$ cat src/rtl/proc_io_bridge.sv
`default_nettype none
// ============================================================================
// Module   : proc_io_bridge
// Purpose  : I/O bridge between the floating-point soft processor and its
//            external channels. Each input channel is buffered by a
//            valid/ready FIFO that the processor drains by address. Each
//            output channel holds one registered word with a valid/ready
//            handshake. Sticky flags report empty reads (underrun),
//            overwritten unacknowledged words (overflow) and accesses to
//            channels that do not exist (addr_err).
// Revision : 1.0 - initial release
// ----------------------------------------------------------------------------
// Ports
//   clk          in   clock, all state on the rising edge
//   rst          in   asynchronous reset, active low
//   in_data      in   NCH_IN words, channel k at [k*NBW +: NBW]
//   in_valid     in   per-channel producer valid
//   in_ready     out  per-channel FIFO not full (from registered count)
//   proc_req_in  in   processor read request
//   addr_in      in   input channel selected for reading
//   proc_dout    out  FIFO head, or last popped word when empty (comb.)
//   req_in       out  one-hot decode of proc_req_in by addr_in
//   proc_out_en  in   processor write strobe
//   addr_out     in   output channel selected for writing
//   proc_din     in   word written by the processor
//   out_en       out  one-hot decode of proc_out_en by addr_out
//   out_data     out  registered per-channel output words
//   out_valid    out  per-channel word pending
//   out_ready    in   per-channel consumer ready
//   clr_flags    in   clears all sticky flags at the edge
//   underrun     out  sticky, per input channel
//   overflow     out  sticky, per output channel
//   addr_err     out  sticky, out-of-range channel address
// ============================================================================
module proc_io_bridge #(
  parameter int NBW     = 28,
  parameter int NCH_IN  = 4,
  parameter int NCH_OUT = 4,
  parameter int FDEPTH  = 4,   // power of two, >= 2
  parameter int NBAI    = 2,   // >= max(1, clog2(NCH_IN))
  parameter int NBAO    = 2    // >= max(1, clog2(NCH_OUT))
) (
  input  logic                    clk,
  input  logic                    rst,
  input  logic [NCH_IN*NBW-1:0]   in_data,
  input  logic [NCH_IN-1:0]       in_valid,
  output logic [NCH_IN-1:0]       in_ready,
  input  logic                    proc_req_in,
  input  logic [NBAI-1:0]         addr_in,
  output logic [NBW-1:0]          proc_dout,
  output logic [NCH_IN-1:0]       req_in,
  input  logic                    proc_out_en,
  input  logic [NBAO-1:0]         addr_out,
  input  logic [NBW-1:0]          proc_din,
  output logic [NCH_OUT-1:0]      out_en,
  output logic [NCH_OUT*NBW-1:0]  out_data,
  output logic [NCH_OUT-1:0]      out_valid,
  input  logic [NCH_OUT-1:0]      out_ready,
  input  logic                    clr_flags,
  output logic [NCH_IN-1:0]       underrun,
  output logic [NCH_OUT-1:0]      overflow,
  output logic                    addr_err
);

  localparam int          PW       = $clog2(FDEPTH);
  localparam logic [PW:0] FULL_CNT = (PW+1)'(FDEPTH);

  logic                in_addr_ok;
  logic                out_addr_ok;
  logic [NBW-1:0]      head [NCH_IN];
  logic [NCH_IN-1:0]   unr_evt;
  logic [NCH_OUT-1:0]  ovf_evt;
  logic                aerr_evt;

  logic [NCH_IN-1:0]   underrun_q, underrun_d;
  logic [NCH_OUT-1:0]  overflow_q, overflow_d;
  logic                addr_err_q, addr_err_d;

  assign in_addr_ok  = (int'(addr_in)  < NCH_IN);
  assign out_addr_ok = (int'(addr_out) < NCH_OUT);

  // --------------------------------------------------------------------------
  // Input channels: one FIFO each, plus the last word popped so that an empty
  // read still returns something meaningful to the processor.
  // --------------------------------------------------------------------------
  for (genvar k = 0; k < NCH_IN; k++) begin : g_in
    logic           sel;
    logic           push;
    logic           pop;
    logic [PW:0]    cnt_q;
    logic [PW-1:0]  wptr_q;
    logic [PW-1:0]  rptr_q;
    logic [NBW-1:0] last_q;
    logic [NBW-1:0] mem_q [FDEPTH];

    assign sel         = proc_req_in && (int'(addr_in) == k);
    assign req_in[k]   = sel;
    // Full is judged on the registered count only, so a full FIFO never
    // accepts a push in the same cycle as a pop.
    assign in_ready[k] = (cnt_q != FULL_CNT);
    assign push        = in_valid[k] & in_ready[k];
    // An empty read never bypasses a same-cycle push: it is an underrun.
    assign pop         = sel & (cnt_q != '0);
    assign unr_evt[k]  = sel & (cnt_q == '0);
    assign head[k]     = (cnt_q != '0) ? mem_q[rptr_q] : last_q;

    always_ff @(posedge clk or negedge rst) begin
      if (!rst) begin
        cnt_q  <= '0;
        wptr_q <= '0;
        rptr_q <= '0;
        last_q <= '0;
      end else begin
        // Pointers are exactly PW bits wide, so they wrap modulo FDEPTH.
        if (push) begin
          wptr_q <= wptr_q + PW'(1);
        end
        if (pop) begin
          rptr_q <= rptr_q + PW'(1);
          last_q <= mem_q[rptr_q];
        end
        case ({push, pop})
          2'b10:   cnt_q <= cnt_q + (PW+1)'(1);
          2'b01:   cnt_q <= cnt_q - (PW+1)'(1);
          default: cnt_q <= cnt_q;
        endcase
      end
    end

    // Storage needs no reset: contents are only visible while cnt_q is
    // non-zero, and reset clears the count.
    always_ff @(posedge clk) begin
      if (push) begin
        mem_q[wptr_q] <= in_data[k*NBW +: NBW];
      end
    end
  end

  // Out-of-range addresses match no channel and leave proc_dout at zero.
  always_comb begin
    proc_dout = '0;
    for (int k = 0; k < NCH_IN; k++) begin
      if (int'(addr_in) == k) begin
        proc_dout = head[k];
      end
    end
  end

  // --------------------------------------------------------------------------
  // Output channels: a single holding register per channel. A processor
  // write always wins; it only counts as an overflow when the pending word
  // is not being taken in that same cycle.
  // --------------------------------------------------------------------------
  for (genvar j = 0; j < NCH_OUT; j++) begin : g_out
    logic           sel;
    logic [NBW-1:0] data_q;
    logic           valid_q;

    assign sel        = proc_out_en && (int'(addr_out) == j);
    assign out_en[j]  = sel;
    assign ovf_evt[j] = sel & valid_q & ~out_ready[j];

    always_ff @(posedge clk or negedge rst) begin
      if (!rst) begin
        data_q  <= '0;
        valid_q <= 1'b0;
      end else if (sel) begin
        data_q  <= proc_din;
        valid_q <= 1'b1;
      end else if (valid_q && out_ready[j]) begin
        valid_q <= 1'b0;
      end
    end

    assign out_data[j*NBW +: NBW] = data_q;
    assign out_valid[j]           = valid_q;
  end

  // --------------------------------------------------------------------------
  // Sticky flags: a new event in the clearing cycle takes priority.
  // --------------------------------------------------------------------------
  assign aerr_evt = (proc_req_in & ~in_addr_ok) | (proc_out_en & ~out_addr_ok);

  assign underrun_d = (underrun_q & ~{NCH_IN{clr_flags}})  | unr_evt;
  assign overflow_d = (overflow_q & ~{NCH_OUT{clr_flags}}) | ovf_evt;
  assign addr_err_d = (addr_err_q & ~clr_flags)            | aerr_evt;

  always_ff @(posedge clk or negedge rst) begin
    if (!rst) begin
      underrun_q <= '0;
      overflow_q <= '0;
      addr_err_q <= 1'b0;
    end else begin
      underrun_q <= underrun_d;
      overflow_q <= overflow_d;
      addr_err_q <= addr_err_d;
    end
  end

  assign underrun = underrun_q;
  assign overflow = overflow_q;
  assign addr_err = addr_err_q;

endmodule
`default_nettype wire

$ cat config.mk
export PLATFORM = sky130hd
export DESIGN_NAME = proc_io_bridge
export DESIGN_NICKNAME = d
export VERILOG_FILES = /design/src/rtl/proc_io_bridge.sv
export SDC_FILE = /design/constraint.sdc
export NUM_CORES = 1
export LEC_CHECK = 0
export ABC_CLOCK_PERIOD_IN_PS = 4600
export CELL_PAD_IN_SITES_DETAIL_PLACEMENT = 1
export CELL_PAD_IN_SITES_GLOBAL_PLACEMENT = 1
export CORE_ASPECT_RATIO = 0.5
export CORE_MARGIN = 2
export CORE_UTILIZATION = 40
export DETAILED_ROUTE_END_ITERATION = 16
export PLACE_DENSITY = 0.65
export SYNTH_ARGS = -nofsm -noshare
export SYNTH_HDL_FRONTEND = slang
export SYNTH_SLANG_ARGS = --single-unit
$ cat constraint.sdc
create_clock -name clk -period 4.6 [get_ports clk]
set_input_delay 0.92 -clock clk [delete_from_list [all_inputs] [get_ports clk]]
set_output_delay 0.92 -clock clk [all_outputs]
set_load 0.02 [all_outputs]
==> impl_metrics.ini, run 1 <==
[critical_path]
cp_slowest_cell = or3_2
crit_buf_inv = 1
crit_path_max_fanout = 31
cp-start-kind = flip-flop
cp_top_family = multiplexers
crit_path_end_kind = output port
path_cells = or3_2, mux2_2, mux4_2, clkdlybuf4s50_1
cp.arrival_ns = 3.50
cpPeakStageDelay_ns = 0.90
critPathKind = reg -> out
crit_required_ns = 3.68

[power]
switchingPower_w = 0.00697
peakVddDrop_mv = 0.344
comb_power_share_pct = 34.1
internal_power_w = 0.0155
clockPowerShare_pct = 24.8
power_density_nw_per_um2 = 635
switching_share_pct = 31.0
pwr-share-seq_pct = 41.1
p_leak_nw = 12.9

[clock_tree]
clock_insertion_delay_worst_skew_ns = 0.63
htree_num_levels = 3
clockBufferDepth = 3
clk_pin_slew_ns = 0.06
post_cts_buffers = 0
cts-root-buf = clkbuf_16
cts_buffers = 67
ctsHoldBuffers = 0
numClockSinks = 713
cts_tree = built

[detailed_routing]
wl_um = 72800
wl_per_cell_um = 26.2
drtIter0Drc = 846
ant_nets = 0
via_count = 14500
dr.pass1.iters = 5
viasPerCell = 5.21
drc = 0

[synth]
synth_warnings = 0
syn_avg_cell_area_sq_um = 20.3
synth.area.top_cells = edfxtp_1, dfrtp_1, mux2_2, mux4_1, mux4_2
yosys_register_bits = 713
synth_edf_count = 448
synth.distinct_cells = 34
synth-async-reset-ratio_pct = 37.2
synth.top_cell.area_share_pct = 46.5
netlist_area_sq_um = 28900
syn-num-nets = 1605
ys_seq_area_share_pct = 69.5
syn_inst = 1424
yosys.area.top_type = edfxtp_1
synth_flop_cell = edfxtp_1

[timing]
period_needed_ns = 4.42
rsz0062_at_grt = no
fin_worst_skew_ns = 0.0245
finalHoldViolations = 0
drv_slew = 0
finalCritPeriodShare_pct = 96.2
worst_slack_ns = 0.176
holdWs_ns = 0.359
setup_tns_ns = 0
slew_headroom_pct = 33.2
clock.fmax_mhz = 226
worst_slew_pin_slew_ns = 0.994
setup_violations = 0

[global_routing]
grt_pass1_wl_um = 108000
grt_pass1_vias = 15900
antenna_found_initial = 14
gr-total-overflow = 0
track_usage_pct = 19.8
grt_max_degree = 103

[placed_design]
pre_cts_ws_ns = 0.751
dp.cells = 2654
post-dp-hpwl_um = 49300
place.gp.congestion = 0.775
port_buffers = 321

[die]
std_cell_rows = 69
initial_core_util_pct = 40.6
fp.dieW_um = 384
fp.dieH_um = 194
coreArea_sq_um = 71200
pin_count = 322
design.die.area_sq_um = 74600

[outcome]
status = completed

[final_layout]
fin_util_pct = 49.7
area_growth_pct = 22.4
drive_gt1_share_pct = 30.9
nets = 1946
fill_cells = 6474
layoutNonFillerInstCount = 2780

[run]
cap_violations = 0

[hold_path]
hp-class = in -> async
-- registers in the layout (all words and copies together), names as in the netlist --
register / flops
g_out.valid_q: 4
g_in.mem_q: 448
g_in.cnt_q: 12
addr_err: 1
g_in.last_q: 112
overflow: 4
g_in.rptr_q: 8
underrun: 4
g_out.data_q: 112
g_in.wptr_q: 8
-- metal layers --
layer  up-vias  global-route usage, %  wire, um
met5         -                      0        29
met4         4                   5.66      1940
met3       100                   4.62      3600
met2       317                   32.4     35800
met1      7734                   26.4     31400
li1       6322                      -         -
-- path summary, 6_finish.rpt --
path / endpoint / cells after the start / slack, ns / from
worst max register to register: g_in[0].cnt_q[1]$_DFFE_PN0P_ / 7 / 1.96 / g_in[0].cnt_q[1]$_DFFE_PN0P_
worst min register to register: g_in[0].cnt_q[2]$_DFFE_PN0P_ / 1 / 0.49 / g_in[0].cnt_q[2]$_DFFE_PN0P_
max in group asynchronous: g_in[3].rptr_q[0]$_DFFE_PN0P_ / 2 / 3.28 / rst
worst max-delay path: proc_dout[9] / 4 / 0.18 / g_in[0].cnt_q[1]$_DFFE_PN0P_
min in group clk: g_in[0].cnt_q[2]$_DFFE_PN0P_ / 1 / 0.49 / g_in[0].cnt_q[2]$_DFFE_PN0P_
worst min-delay path: g_out[0].data_q[15]$_DFFE_PN0P_ / 1 / 0.36 / rst
-- cells in the final DEF (no fill, tap or decap), drive strengths merged --
cell type,instances
nand2b,3
dfrtp,265
bufinv,4
a22o,3
o2bb2ai,4
a32o,1
xnor2,13
and3b,2
or3,4
nor3,3
and2,7
mux2i,2
clkbuf,104
mux4,140
nand3b,2
diode,7
edfxtp,448
nand3,5
nor2,4
fa,4
buf,32
ha,20
xor2,11
a21o,1
o21ai,2
clkinvlp,1
nor3b,2
clkinv,8
or3b,4
inv,33
clkdlybuf4s50,319
mux2,340
nand2,6
nor2b,1
and3,17
-- Yosys cell counts, types with 11 or more instances --
| master | number |
|---|---|
| and3_1 | 17 |
| buf_1 | 11 |
| buf_2 | 26 |
| buf_4 | 13 |
| buf_6 | 13 |
| clkbuf_1 | 16 |
| dfrtp_1 | 265 |
| edfxtp_1 | 448 |
| ha_1 | 20 |
| inv_1 | 31 |
| mux2_2 | 340 |
| mux4_1 | 65 |
| mux4_2 | 75 |
| xnor2_1 | 13 |
| xor2_1 | 11 |
-- through the flow --
stage / power, W / area (sq um)
finish: 0.0225 / 35400
global route: 0.0235 / 35400
CTS: 0.0228 / 35400
detailed placement: 0.0171 / 33200
global placement: 0.0168 / 33200
floorplan: 0.0140 / 28900
-- kinds of logic (layout without fill, tap and decap cells) --
| group | after synthesis | count (layout) | synth area share (%) |
|---|---|---|---|
| adders and majority gates | 24 | 24 | 1.14 |
| and+or+nand+nor | 60 | 60 | 1.25 |
| muxes | 482 | 482 | 25.1 |
| AOI/OAI and AO/OA | 11 | 11 | 0.307 |
| DFF | 713 | 713 | 69.5 |
| other | 0 | 7 | 0 |
| buffers and inverters | 110 | 501 | 2.05 |
| xor gates and xnor gates | 24 | 24 | 0.727 |
-- power by group through the flow --
stage	sequential, W	combinational, W	clock [W]
CTS	0.00926	0.00779	0.00572
detailed placement	0.00938	0.00774	0
floorplan	0.00933	0.00463	0
finish	0.00923	0.00766	0.00557
global placement	0.00925	0.00756	0
global route	0.00943	0.00813	0.00597
-- layout make-up --
class                   count  area, sq um  share of cell area [%]
repair buffers            351         3530                    9.97
flip-flops and latches    713        20100                    56.8
clock buffers             104         1980                    5.59
multi-input cells         601         8260                    23.4
inverters                  31          116                   0.329
clock inverters            15          189                   0.534
diodes                      7         17.5                  0.0495
well taps                 958         1200                    3.39
-- what timing repair did --
item | 4_1_cts | 5_1_grt
setup endpoints to repair | 0 | 1
resized for setup | 0 | 1
endpoints found under the hold margin | 0 | 0
No activity file was read; power rests on OpenSTA's default activity.
==> run 2: changes to the inputs <==
--- a/config.mk
+++ b/config.mk
@@ -11,7 +11,7 @@
 export CORE_ASPECT_RATIO = 0.5
 export CORE_MARGIN = 2
-export CORE_UTILIZATION = 40
+export CORE_UTILIZATION = 30
 export DETAILED_ROUTE_END_ITERATION = 16
-export PLACE_DENSITY = 0.65
+export PLACE_DENSITY = 0.51
 export SYNTH_ARGS = -nofsm -noshare
 export SYNTH_HDL_FRONTEND = slang
==> constraint.sdc (replaced) <==
create_clock -name clk -period 4.6 [get_ports clk]
set_input_delay 1.15 -clock clk [delete_from_list [all_inputs] [get_ports clk]]
set_output_delay 1.15 -clock clk [all_outputs]
set_load 0.02 [all_outputs]
==> impl_metrics.ini, run 2 (synthesis gave the netlist of run 1 again) <==
[outcome]
status = completed

[final_layout]
nets = 1979
area_growth_pct = 25.0
reg_top3 = g_in.mem_q: 448 flops, g_in.last_q: 112 flops, g_out.data_q: 112 flops
final_common_cell = edfxtp_1
drive_gt1_share_pct = 31.7
largest_reg_flops = 448
regMostFlops = g_in.mem_q
stdcell_area_sq_um = 36100
layout_common_cells = edfxtp_1, mux2_2, clkdlybuf4s50_1, dfrtp_1, mux4_2

[clock_tree]
cts_buffers = 70
htree_num_levels = 3
cts_tree = built
clock_insertion_delay_worst_skew_ns = 0.64
ctsHoldBuffers = 0
cts-root-buf = clkbuf_16
clk_pin_slew_ns = 0.06
numClockSinks = 713
clockBufferDepth = 3

[timing]
period_needed_ns = 4.47
drv_slew = 0
worst_slack_ns = 0.130
slew_headroom_pct = 50.9
holdWs_ns = 0.476
setup_tns_ns = 0
rsz0062_at_grt = no
finalHoldViolations = 0
worst_slew_pin_slew_ns = 0.736
setup_violations = 0
fin_worst_skew_ns = 0.0251
clock.fmax_mhz = 224
finalCritPeriodShare_pct = 97.2

[hold_path]
hp-class = in -> async

[placed_design]
place.gp.congestion = 0.728
pre_cts_ws_ns = 0.516
port_buffers = 321
placed_area_sq_um = 33800
post-dp-hpwl_um = 50600

[power]
peakVddDrop_mv = 0.252
design_power_total_w = 0.0229
power_density_nw_per_um2 = 633
p_leak_nw = 13.2

[global_routing]
antenna_found_initial = 23
grt_max_degree = 72
grt_pass1_wl_um = 113000
grt_pass1_vias = 15500
gr-total-overflow = 0
track_usage_pct = 15.6

[die]
pin_count = 322
fp.dieH_um = 224
std_cell_rows = 80
design.die.area_sq_um = 99000
fp.dieW_um = 443
initial_core_util_pct = 30.3
coreArea_sq_um = 95400

[critical_path]
crit_buf_inv = 2
crit_required_ns = 3.45
path_cells = buf_8, mux4_1, mux2_2, mux4_2, clkdlybuf4s50_1
crit_path_end_kind = output port
cp_top_family = multiplexers
cp-start-kind = flip-flop
critPathKind = reg -> out
cpPeakStageDelay_ns = 0.67
cp.arrival_ns = 3.32
cp_slowest_cell = mux4_1
crit_path_max_fanout = 20

[detailed_routing]
dr.pass1.iters = 4
viasPerCell = 4.64
wl_um = 76200
drtIter0Drc = 875
ant_nets = 0
via_count = 14500
drc = 0
wl_per_cell_um = 24.4

[run]
cap_violations = 0
## run 2: cell types whose count changed in the layout (fill, tap and decap cells not counted), moves of 5 or more
cell             delta
clkbuf_8            -5
and3_1             +16
buf_12              +6
clkinv_2            +5
and3_2             -16
clkdlybuf4s50_1     -9
buf_4              +30
## run 2: area by class of cell
class	count	area [sq um]
Tap cell	1271	1590
Antenna cell	5	12.5
Inverter	31	116
Clock buffer	102	1980
Fill cell	9309	59300
Clock inverter	25	283
Multi-Input combinational cell	601	8240
Sequential cell	713	20100
Timing Repair Buffer	381	3820
## run 2: routing by layer
layer / vias to the layer above / share of wire (%) / GRT usage, %
li1: 6387 / - / -
met1: 7761 / 44 / 20.6
met2: 260 / 49 / 25.7
met3: 105 / 4.9 / 3.43
met4: 12 / 2.4 / 4.71
met5: - / 0.091 / 0
## run 2: metrics by stage
stage	util (%)	std cells
2_1_floorplan	-	1424
3_3_place_gp	35.4	2990
3_5_place_dp	35.4	2990
4_1_cts	37.9	3124
5_1_grt	37.9	3126
6_report	37.9	3129
## run 2: where the power goes
group          switching (W)  internal, W  leakage (nW)
combinational        0.00405      0.00388          4.83
clock                0.00254      0.00325          1.11
sequential          0.000603      0.00854          7.26
## run 2: what timing repair did
action                     4_1_cts  5_1_grt
resized for setup                3        3
setup buffers                    7        0
setup endpoints to repair       18        3
## run 2: worst paths after layout
kind                                                from                         endpoint  slack, ns  cells after the start
hold reg to reg             g_in[0].cnt_q[2]$_DFFE_PN0P_     g_in[0].cnt_q[2]$_DFFE_PN0P_       0.48                      1
hold / removal                                       rst  g_out[0].data_q[14]$_DFFE_PN0P_       0.48                      1
setup reg to reg            g_in[3].cnt_q[1]$_DFFE_PN0P_     g_in[3].cnt_q[2]$_DFFE_PN0P_       2.16                      9
max in group asynchronous                            rst   g_out[0].data_q[7]$_DFFE_PN0P_       2.88                      2
min in group clk            g_in[0].cnt_q[2]$_DFFE_PN0P_     g_in[0].cnt_q[2]$_DFFE_PN0P_       0.48                      1
setup / recovery           g_in[0].rptr_q[0]$_DFFE_PN0P_                    proc_dout[24]       0.13                      5
==> run 3: changes to the inputs <==
- ABC_CLOCK_PERIOD_IN_PS: 4600 -> 5200
- clock period: 4.6 -> 5.2 ns (I/O delays scaled with it)
==> impl_metrics.ini, run 3 (synthesis gave the netlist of run 1 again) <==
[outcome]
status = completed

[critical_path]
cp_slowest_cell = dfrtp_2
cp-start-kind = flip-flop
cp_top_family = multiplexers
crit_path_end_kind = output port
crit_required_ns = 3.90
crit_buf_inv = 2
crit_path_max_fanout = 20
cp.arrival_ns = 3.52
crit_top_cell = mux4_2
cpPeakStageDelay_ns = 0.63
path_cells = buf_12, mux4_2, mux2_2, mux4_2, clkdlybuf4s50_1
critPathKind = reg -> out

[detailed_routing]
drtIter0Drc = 660
wl_um = 73700
drc = 0
wl_per_cell_um = 23.6
via_count = 14400
viasPerCell = 4.61
ant_nets = 0
dr.pass1.iters = 6

[timing]
period_needed_ns = 4.82
drv_slew = 0
finalHoldViolations = 0
slew_headroom_pct = 45.0
rsz0062_at_grt = no
setup_violations = 0
clock.fmax_mhz = 207
setup_tns_ns = 0
finalCritPeriodShare_pct = 92.7
holdWs_ns = 0.489
fin_worst_skew_ns = 0.0214
worst_slew_pin_slew_ns = 0.825

[die]
fp.dieW_um = 443
coreArea_sq_um = 95400
fp.dieH_um = 224
initial_core_util_pct = 30.3
std_cell_rows = 80
pin_count = 322
design.die.area_sq_um = 99000

[clock_tree]
clk_pin_slew_ns = 0.06
cts_buffers = 70
htree_num_levels = 3
clockBufferDepth = 3
post_cts_buffers = 0
numClockSinks = 713
postCtsResizedCells = 0
ctsHoldBuffers = 0
cts_tree = built
clock_insertion_delay_worst_skew_ns = 0.65
cts-root-buf = clkbuf_16

[final_layout]
largest_reg_flops = 448
layout_common_cells = edfxtp_1, mux2_2, clkdlybuf4s50_1, dfrtp_1, mux4_2
multiInputGateArea_sq_um = 8240
drive_gt1_share_pct = 30.7
fin_util_pct = 37.7
area_growth_pct = 24.4
final_common_cell = edfxtp_1
nets = 1966
layoutNonFillerInstCount = 3117
stdcell_area_sq_um = 36000
reg_top3 = g_in.mem_q: 448 flops, g_in.last_q: 112 flops, g_out.data_q: 112 flops
regMostFlops = g_in.mem_q
regArea_sq_um = 20100
fill_cells = 9405

[placed_design]
dp.cells = 2984
port_buffers = 321
placed_area_sq_um = 33700
place.gp.congestion = 0.714
post-dp-hpwl_um = 49700

[global_routing]
gr-total-overflow = 0
track_usage_pct = 15.0
grt_pass1_wl_um = 108000
grt_pass1_vias = 15100
grt_max_degree = 91
antenna_found_initial = 9

[run]
cap_violations = 0

[power]
p_leak_nw = 13.1
power_density_nw_per_um2 = 560
peakVddDrop_mv = 0.232

[hold_path]
hp-class = reg -> reg
[run 3: power by group]
| group | internal (W) | switching [W] | leakage (nW) |
|---|---|---|---|
| Sequential | 0.00755 | 0.000537 | 7.26 |
| Clock | 0.00292 | 0.00225 | 1.12 |
| Combinational | 0.00335 | 0.00353 | 4.71 |
[run 3: final cells by class]
| type | count | share of cell area [%] |
|---|---|---|
| Inverter | 31 | 0.324 |
| Tap cell | 1271 | 4.42 |
| Clock inverter | 35 | 1.10 |
| Timing Repair Buffer | 368 | 10.1 |
| Antenna cell | 3 | 0.0209 |
| Multi-Input combinational cell | 601 | 22.9 |
| Clock buffer | 95 | 5.24 |
| Sequential cell | 713 | 55.9 |
[run 3: final timing paths]
path	depth (start not counted)	start	to	slack, ns
worst max-delay path	5	g_in[3].rptr_q[0]$_DFFE_PN0P_	proc_dout[18]	0.38
worst min-delay path	1	g_in[0].cnt_q[2]$_DFFE_PN0P_	g_in[0].cnt_q[2]$_DFFE_PN0P_	0.49
worst max register to register	10	g_in[0].cnt_q[0]$_DFFE_PN0P_	g_in[0].cnt_q[2]$_DFFE_PN0P_	2.75
worst min register to register	1	g_in[0].cnt_q[2]$_DFFE_PN0P_	g_in[0].cnt_q[2]$_DFFE_PN0P_	0.49
max in group asynchronous	2	rst	g_in[1].last_q[17]$_DFFE_PN0P_	3.44
min in group asynchronous	1	rst	g_out[3].data_q[17]$_DFFE_PN0P_	0.70
[run 3: routing by layer]
metal  wire length, um  track usage [%]
met1             31900             19.4
met2             36600             25.2
met4              1550             4.11
met5                16                0
met3              3560             3.50
[run 3: metrics by stage]
stage                     power [W]  setup WS (ns)
after detailed placement     0.0153          0.650
after floorplan              0.0124           1.41
after global placement       0.0152          0.686
after CTS                    0.0206          0.250
after global routing         0.0212          0.198
final                        0.0201          0.377
